File: config.mk
export PLATFORM = sky130hd
export DESIGN_NAME = amci_axi4lite_master
export DESIGN_NICKNAME = d
export VERILOG_FILES = /design/src/rtl/amci_axi4lite_master_pkg.sv /design/src/rtl/amci_axi4lite_master.sv
export SDC_FILE = /design/constraint.sdc
export NUM_CORES = 1
export LEC_CHECK = 0
export CELL_PAD_IN_SITES_DETAIL_PLACEMENT = 0
export CELL_PAD_IN_SITES_GLOBAL_PLACEMENT = 1
export CORE_UTILIZATION = 28
export CTS_BUF_LIST = sky130_fd_sc_hd__clkbuf_4 sky130_fd_sc_hd__clkbuf_8
export DETAILED_ROUTE_END_ITERATION = 12
export PLACE_DENSITY = 0.94
export SKIP_LAST_GASP = 1
export SYNTH_ARGS = -nofsm -noshare
export SYNTH_HDL_FRONTEND = slang
export SYNTH_SLANG_ARGS = --single-unit
File: constraint.sdc
create_clock -name CLK -period 1.7 [get_ports CLK]
set_input_delay 0.425 -clock CLK [delete_from_list [all_inputs] [get_ports CLK]]
set_output_delay 0.425 -clock CLK [all_outputs]
set_load 0.005 [all_outputs]
File: src/rtl/amci_axi4lite_master_pkg.sv
// amci_pkg: shared definitions for the AMCI-to-AXI4-Lite master engine.
// Provides default bus widths, AXI response codes, the retry counter width
// and the write/read channel state encodings.
package amci_pkg;

    // Default AXI widths; AMCI_MOSI/AMCI_MISO widths follow from these
    localparam int unsigned AMCI_DATA_W = 32;
    localparam int unsigned AMCI_ADDR_W = 32;

    // AXI4-Lite response codes
    localparam logic [1:0] RESP_OKAY   = 2'b00;
    localparam logic [1:0] RESP_EXOKAY = 2'b01;
    localparam logic [1:0] RESP_SLVERR = 2'b10;
    localparam logic [1:0] RESP_DECERR = 2'b11;

    // Width of the automatic write-retry counter
    localparam int unsigned RETRY_CNT_W = 4;

    // Write channel states
    typedef enum logic [1:0] {
        W_IDLE = 2'd0,
        W_ADDR = 2'd1,
        W_RESP = 2'd2
    } wstate_t;

    // Read channel states
    typedef enum logic [1:0] {
        R_IDLE = 2'd0,
        R_ADDR = 2'd1,
        R_DATA = 2'd2
    } rstate_t;

endpackage : amci_pkg

File: src/rtl/amci_axi4lite_master.sv
// amci_axi4lite_master: turns AMCI write/read command pulses into AXI4-Lite
// transactions and reports idle flags, responses and read data on AMCI_MISO.
// The write and read channels are independent FSMs and may run concurrently.
// Optional feature: define AMCI_WRITE_RETRY_EN to reissue a write that ends
// in SLVERR, up to RETRY_LIMIT times, before reporting the final response.
module amci_axi4lite_master
    import amci_pkg::*;
#(
    parameter int unsigned AXI_DATA_WIDTH = AMCI_DATA_W,
    parameter int unsigned AXI_ADDR_WIDTH = AMCI_ADDR_W
`ifdef AMCI_WRITE_RETRY_EN
    ,
    parameter int unsigned RETRY_LIMIT    = 15
`endif
) (
    input  logic                                         CLK,
    input  logic                                         RESETN,
    input  logic [2*AXI_ADDR_WIDTH+AXI_DATA_WIDTH+1:0]   AMCI_MOSI,
    output logic [AXI_DATA_WIDTH+5:0]                    AMCI_MISO,
    // write address channel
    output logic [AXI_ADDR_WIDTH-1:0]                    M_AXI_AWADDR,
    output logic [2:0]                                   M_AXI_AWPROT,
    output logic                                         M_AXI_AWVALID,
    input  logic                                         M_AXI_AWREADY,
    // write data channel
    output logic [AXI_DATA_WIDTH-1:0]                    M_AXI_WDATA,
    output logic [AXI_DATA_WIDTH/8-1:0]                  M_AXI_WSTRB,
    output logic                                         M_AXI_WVALID,
    input  logic                                         M_AXI_WREADY,
    // write response channel
    input  logic [1:0]                                   M_AXI_BRESP,
    input  logic                                         M_AXI_BVALID,
    output logic                                         M_AXI_BREADY,
    // read address channel
    output logic [AXI_ADDR_WIDTH-1:0]                    M_AXI_ARADDR,
    output logic [2:0]                                   M_AXI_ARPROT,
    output logic                                         M_AXI_ARVALID,
    input  logic                                         M_AXI_ARREADY,
    // read data channel
    input  logic [AXI_DATA_WIDTH-1:0]                    M_AXI_RDATA,
    input  logic [1:0]                                   M_AXI_RRESP,
    input  logic                                         M_AXI_RVALID,
    output logic                                         M_AXI_RREADY
);

    // AMCI_MOSI field offsets: {read, write, raddr, wdata, waddr}
    localparam int unsigned MOSI_WADDR_LSB = 0;
    localparam int unsigned MOSI_WDATA_LSB = AXI_ADDR_WIDTH;
    localparam int unsigned MOSI_RADDR_LSB = AXI_ADDR_WIDTH + AXI_DATA_WIDTH;
    localparam int unsigned MOSI_WRITE_BIT = 2*AXI_ADDR_WIDTH + AXI_DATA_WIDTH;
    localparam int unsigned MOSI_READ_BIT  = MOSI_WRITE_BIT + 1;

    // AMCI_MISO field offsets: {rresp, wresp, ridle, widle, rdata}
    localparam int unsigned MISO_RDATA_LSB = 0;
    localparam int unsigned MISO_WIDLE_BIT = AXI_DATA_WIDTH;
    localparam int unsigned MISO_RIDLE_BIT = AXI_DATA_WIDTH + 1;
    localparam int unsigned MISO_WRESP_LSB = AXI_DATA_WIDTH + 2;
    localparam int unsigned MISO_RRESP_LSB = AXI_DATA_WIDTH + 4;

    logic                      cmd_write;
    logic                      cmd_read;
    logic [AXI_ADDR_WIDTH-1:0] cmd_waddr;
    logic [AXI_ADDR_WIDTH-1:0] cmd_raddr;
    logic [AXI_DATA_WIDTH-1:0] cmd_wdata;

    wstate_t                   wstate;
    rstate_t                   rstate;
    logic [1:0]                wresp;
    logic [1:0]                rresp;
    logic [AXI_DATA_WIDTH-1:0] rdata;
    logic                      widle_c;
    logic                      ridle_c;
    logic                      aw_done_c;
    logic                      w_done_c;

`ifdef AMCI_WRITE_RETRY_EN
    logic [RETRY_CNT_W-1:0]    retry_cnt;
`endif

    // Unpack the command bus
    assign cmd_waddr = AMCI_MOSI[MOSI_WADDR_LSB +: AXI_ADDR_WIDTH];
    assign cmd_wdata = AMCI_MOSI[MOSI_WDATA_LSB +: AXI_DATA_WIDTH];
    assign cmd_raddr = AMCI_MOSI[MOSI_RADDR_LSB +: AXI_ADDR_WIDTH];
    assign cmd_write = AMCI_MOSI[MOSI_WRITE_BIT];
    assign cmd_read  = AMCI_MOSI[MOSI_READ_BIT];

    // Idle flags include the incoming pulse so a new command reads busy at once
    assign widle_c = (wstate == W_IDLE) && !cmd_write;
    assign ridle_c = (rstate == R_IDLE) && !cmd_read;

    // Pack the status bus
    always_comb begin
        AMCI_MISO                                      = '0;
        AMCI_MISO[MISO_RDATA_LSB +: AXI_DATA_WIDTH]    = rdata;
        AMCI_MISO[MISO_WIDLE_BIT]                      = widle_c;
        AMCI_MISO[MISO_RIDLE_BIT]                      = ridle_c;
        AMCI_MISO[MISO_WRESP_LSB +: 2]                 = wresp;
        AMCI_MISO[MISO_RRESP_LSB +: 2]                 = rresp;
    end

    // Fixed attributes: unprivileged secure data access, full-word strobes
    assign M_AXI_AWPROT = 3'b000;
    assign M_AXI_ARPROT = 3'b000;
    assign M_AXI_WSTRB  = '1;

    // A channel is finished once its VALID is low or is being accepted now
    assign aw_done_c = !M_AXI_AWVALID || M_AXI_AWREADY;
    assign w_done_c  = !M_AXI_WVALID  || M_AXI_WREADY;

    // Write channel FSM: AW and W issued together, each released on its own READY
    always_ff @(posedge CLK) begin
        if (!RESETN) begin
            wstate        <= W_IDLE;
            M_AXI_AWADDR  <= '0;
            M_AXI_WDATA   <= '0;
            M_AXI_AWVALID <= 1'b0;
            M_AXI_WVALID  <= 1'b0;
            M_AXI_BREADY  <= 1'b0;
            wresp         <= RESP_OKAY;
`ifdef AMCI_WRITE_RETRY_EN
            retry_cnt     <= '0;
`endif
        end else begin
            unique case (wstate)
                W_IDLE: begin
                    if (cmd_write) begin
                        M_AXI_AWADDR  <= cmd_waddr;
                        M_AXI_WDATA   <= cmd_wdata;
                        M_AXI_AWVALID <= 1'b1;
                        M_AXI_WVALID  <= 1'b1;
`ifdef AMCI_WRITE_RETRY_EN
                        retry_cnt     <= '0;
`endif
                        wstate        <= W_ADDR;
                    end
                end
                W_ADDR: begin
                    if (M_AXI_AWVALID && M_AXI_AWREADY) begin
                        M_AXI_AWVALID <= 1'b0;
                    end
                    if (M_AXI_WVALID && M_AXI_WREADY) begin
                        M_AXI_WVALID <= 1'b0;
                    end
                    if (aw_done_c && w_done_c) begin
                        M_AXI_BREADY <= 1'b1;
                        wstate       <= W_RESP;
                    end
                end
                W_RESP: begin
                    if (M_AXI_BVALID) begin
                        M_AXI_BREADY <= 1'b0;
`ifdef AMCI_WRITE_RETRY_EN
                        // SLVERR replays the latched address/data while budget remains
                        if ((M_AXI_BRESP == RESP_SLVERR) &&
                            (retry_cnt < RETRY_CNT_W'(RETRY_LIMIT))) begin
                            retry_cnt     <= retry_cnt + 1'b1;
                            M_AXI_AWVALID <= 1'b1;
                            M_AXI_WVALID  <= 1'b1;
                            wstate        <= W_ADDR;
                        end else begin
                            wresp  <= M_AXI_BRESP;
                            wstate <= W_IDLE;
                        end
`else
                        wresp  <= M_AXI_BRESP;
                        wstate <= W_IDLE;
`endif
                    end
                end
                default: begin
                    M_AXI_AWVALID <= 1'b0;
                    M_AXI_WVALID  <= 1'b0;
                    M_AXI_BREADY  <= 1'b0;
                    wstate        <= W_IDLE;
                end
            endcase
        end
    end

    // Read channel FSM: AR handshake, then wait for a single R beat
    always_ff @(posedge CLK) begin
        if (!RESETN) begin
            rstate        <= R_IDLE;
            M_AXI_ARADDR  <= '0;
            M_AXI_ARVALID <= 1'b0;
            M_AXI_RREADY  <= 1'b0;
            rdata         <= '0;
            rresp         <= RESP_OKAY;
        end else begin
            unique case (rstate)
                R_IDLE: begin
                    if (cmd_read) begin
                        M_AXI_ARADDR  <= cmd_raddr;
                        M_AXI_ARVALID <= 1'b1;
                        rstate        <= R_ADDR;
                    end
                end
                R_ADDR: begin
                    if (M_AXI_ARREADY) begin
                        M_AXI_ARVALID <= 1'b0;
                        M_AXI_RREADY  <= 1'b1;
                        rstate        <= R_DATA;
                    end
                end
                R_DATA: begin
                    if (M_AXI_RVALID) begin
                        rdata        <= M_AXI_RDATA;
                        rresp        <= M_AXI_RRESP;
                        M_AXI_RREADY <= 1'b0;
                        rstate       <= R_IDLE;
                    end
                end
                default: begin
                    M_AXI_ARVALID <= 1'b0;
                    M_AXI_RREADY  <= 1'b0;
                    rstate        <= R_IDLE;
                end
            endcase
        end
    end

endmodule : amci_axi4lite_master

==> flow_summary.ini <==
[setup_path]
reg2reg_setup_slack_ns = 0.29
reg2reg_from = wstate[1]$_SDFFE_PN0P_
r2r-end = M_AXI_WDATA[3]$_SDFFE_PN0P_
critPathLaunchType = input port
path_class = in -> out
crit_arrival_ns = 1.27
rr_worst_depth = 6
required_ns = 1.27
path_max_fanout = 2
worstSetupEndpointType = output pin

[logic_synthesis]
syn_area_per_cell_um2 = 8.19
synth_area_leaders = dfxtp_1 (53%), nand3_1 (13%), o21ai_0 (13%)
synth_top_area_cell = dfxtp_1
ys_seq_area_share_pct = 53.2
syn_area_um2 = 5300
synth_cells = 647
synth.yosys.warnings = 0
synth.distinct_cells = 26
yosys.area.top_type_share_pct = 53.2
ys_ff_latch = 141

[sta]
fmax_mhz = 591
finalSetupViolCount = 0
rsz0062_at_grt = yes
skew_ns = 0.00735
finalCriticalPeriod_ns = 1.69
slew_violations = 0
hold_viol = 0
fin_crit_sh_pct = 99.5

[floorplan]
coreArea_um2 = 18300
die_x_um = 140
fp.dieArea_um2 = 19500
io_pins = 290
die_h_um = 140
start_util_pct = 29.0
fp-row-count = 49

[clock_tree]
cts_root_buf = clkbuf_8
clk_pin_slew_ns = 0.08
clockBufferDepth = 2
cts_made_buffers = 17
ctsHoldBuffers = 0
htree_levels = 4
cts_sinks = 141
worst_skew_pair.late_latency_ns = 0.42
cts_tree = yes

[placement]
place_congestion = 0.813
placed_area_um2 = 8350
hpwl_um = 10700
port-buffer-count = 279

[worst_hold_path]
hold_path_depth = 3
holdPathEnd = M_AXI_WVALID$_SDFFE_PN0P_
hold_class = in -> reg
hp-start = RESETN

[global_routing]
antenna_found_initial = 0
grt_first_pass_wirelength_um = 24200
grt_pass1_vias = 4806
grt-ovfl-total = 0
grt_max_degree = 79
grt_use_total_pct = 15.5

[route]
drc_errors = 0
wl_per_cell_um = 13.1
vias = 5191
first_iter_violations = 207
drtPass1Iterations = 7
viasPerCell = 4.52
drt-total-wl_um = 15100
postRouteAntennaNets = 0

[finish]
layout_common_cells = clkdlybuf4s50_1 (139), nand2_1 (136), nand3_1 (136), o21ai_0 (136), dlygate4sd2_1 (135)
layout_commonest_cell = clkdlybuf4s50_1
n_antenna_cell = 0
drive_gt1_share_pct = 11.4
area_growth_pct = 64.9
final_area_um2 = 8740
nets = 1049

[power_and_ir_drop]
total_power_mw = 8.25
power.leakage_nw = 3.84
peakVddDrop_v = 0.000494
p_per_area_nw_per_um2 = 944

[run]
maxCapViolCount = 0

[outcome]
status = complete, no violations
-- cell usage after synthesis --
cell type	instances
nor3b_2	2
nor2b_1	1
or4bb_1	1
buf_2	20
buf_6	8
buf_1	2
clkbuf_1	19
a211oi_1	1
o21ai_1	3
conb_1	2
nand2b_1	1
nor3_1	2
buf_4	18
nand3b_4	1
nor2_1	2
nand2_1	136
inv_1	3
nand3_1	136
clkbuf_2	4
dfxtp_1	141
a21boi_0	1
a21oi_1	2
o22ai_1	1
nand3b_1	3
a22o_1	1
o21ai_0	136
-- worst max path at each step --
stage | startpoint | end | slack [ns] | depth (start not counted)
after CTS | AMCI_MOSI[97] | AMCI_MISO[33] | -0.08 | 3
after global placement | AMCI_MOSI[97] | AMCI_MISO[33] | -0.40 | 3
after floorplan | AMCI_MOSI[96] | M_AXI_AWADDR[0]$_SDFFE_PN0P_ | 0.49 | 4
final | AMCI_MOSI[97] | AMCI_MISO[33] | 0.008 | 3
after global routing | AMCI_MOSI[97] | AMCI_MISO[33] | -0.02 | 3
after detailed placement | AMCI_MOSI[97] | AMCI_MISO[33] | -0.42 | 3
-- flip-flops by register name (all words and copies together), names as in the netlist --
name	cells
M_AXI_ARADDR	32
M_AXI_ARVALID	1
M_AXI_AWADDR	32
M_AXI_AWVALID	1
M_AXI_BREADY	1
M_AXI_RREADY	1
M_AXI_WDATA	32
M_AXI_WVALID	1
rdata	32
rresp	2
rstate	2
wresp	2
wstate	2
-- power breakdown --
group | switching, mW | internal (mW) | total (mW)
Sequential | 0.0967 | 3.52 | 3.62
Combinational | 0.538 | 0.709 | 1.25
Clock | 1.32 | 2.07 | 3.39
Total | 1.95 | 6.30 | 8.25
-- cells by family after synthesis --
kind of cell	after synthesis	synth area share [%]
compound gates	145	13.9
flops	141	53.2
buf+inv	74	8.21
other cells	2	0.142
simple gates	285	24.5
-- worst max-delay path, cell delays in order --
cell	delay, ns
clkdlybuf4s50_1	0.43
nor3_2	0.17
clkdlybuf4s15_1	0.24
-- layout make-up --
cell class / instances / area, um^2
timing repair buffer: 305 / 2970
tap: 229 / 287
sequential: 141 / 2870
inverter: 3 / 11.3
clock buffer: 18 / 241
clock inverter: 13 / 262
fill: 1789 / 9530
multi-input combinational: 440 / 2100
-- what timing repair did --
item,in CTS,in global routing
resized for setup,180,5
setup buffers,0,0
pin swaps,1,1
setup endpoints to repair,139,4
cloned,0,0
-- stage by stage --
stage                     hold slack, ns  worst slack (ns)  cells  TNS, ns  utilization (%)
after global placement             0.437            -0.398   1118    -6.10             45.7
after floorplan                    0.445             0.492    655        0                -
final                              0.410           0.00832   1149        0             47.9
after detailed placement           0.441            -0.416   1118    -6.83             45.7
after global routing               0.380           -0.0240   1149  -0.0240             47.9
after CTS                          0.371           -0.0807   1149  -0.0807             47.8
-- per-layer routing --
layer / up-vias / global-route usage [%] / routed length (um)
met3: 14 / 6.09 / 1310
li1: 2689 / - / -
met4: 0 / 5.49 / 227
met2: 203 / 25.5 / 6940
met1: 2285 / 18.3 / 6630
met5: - / 0 / 0
(Power assumes the default switching activity.)
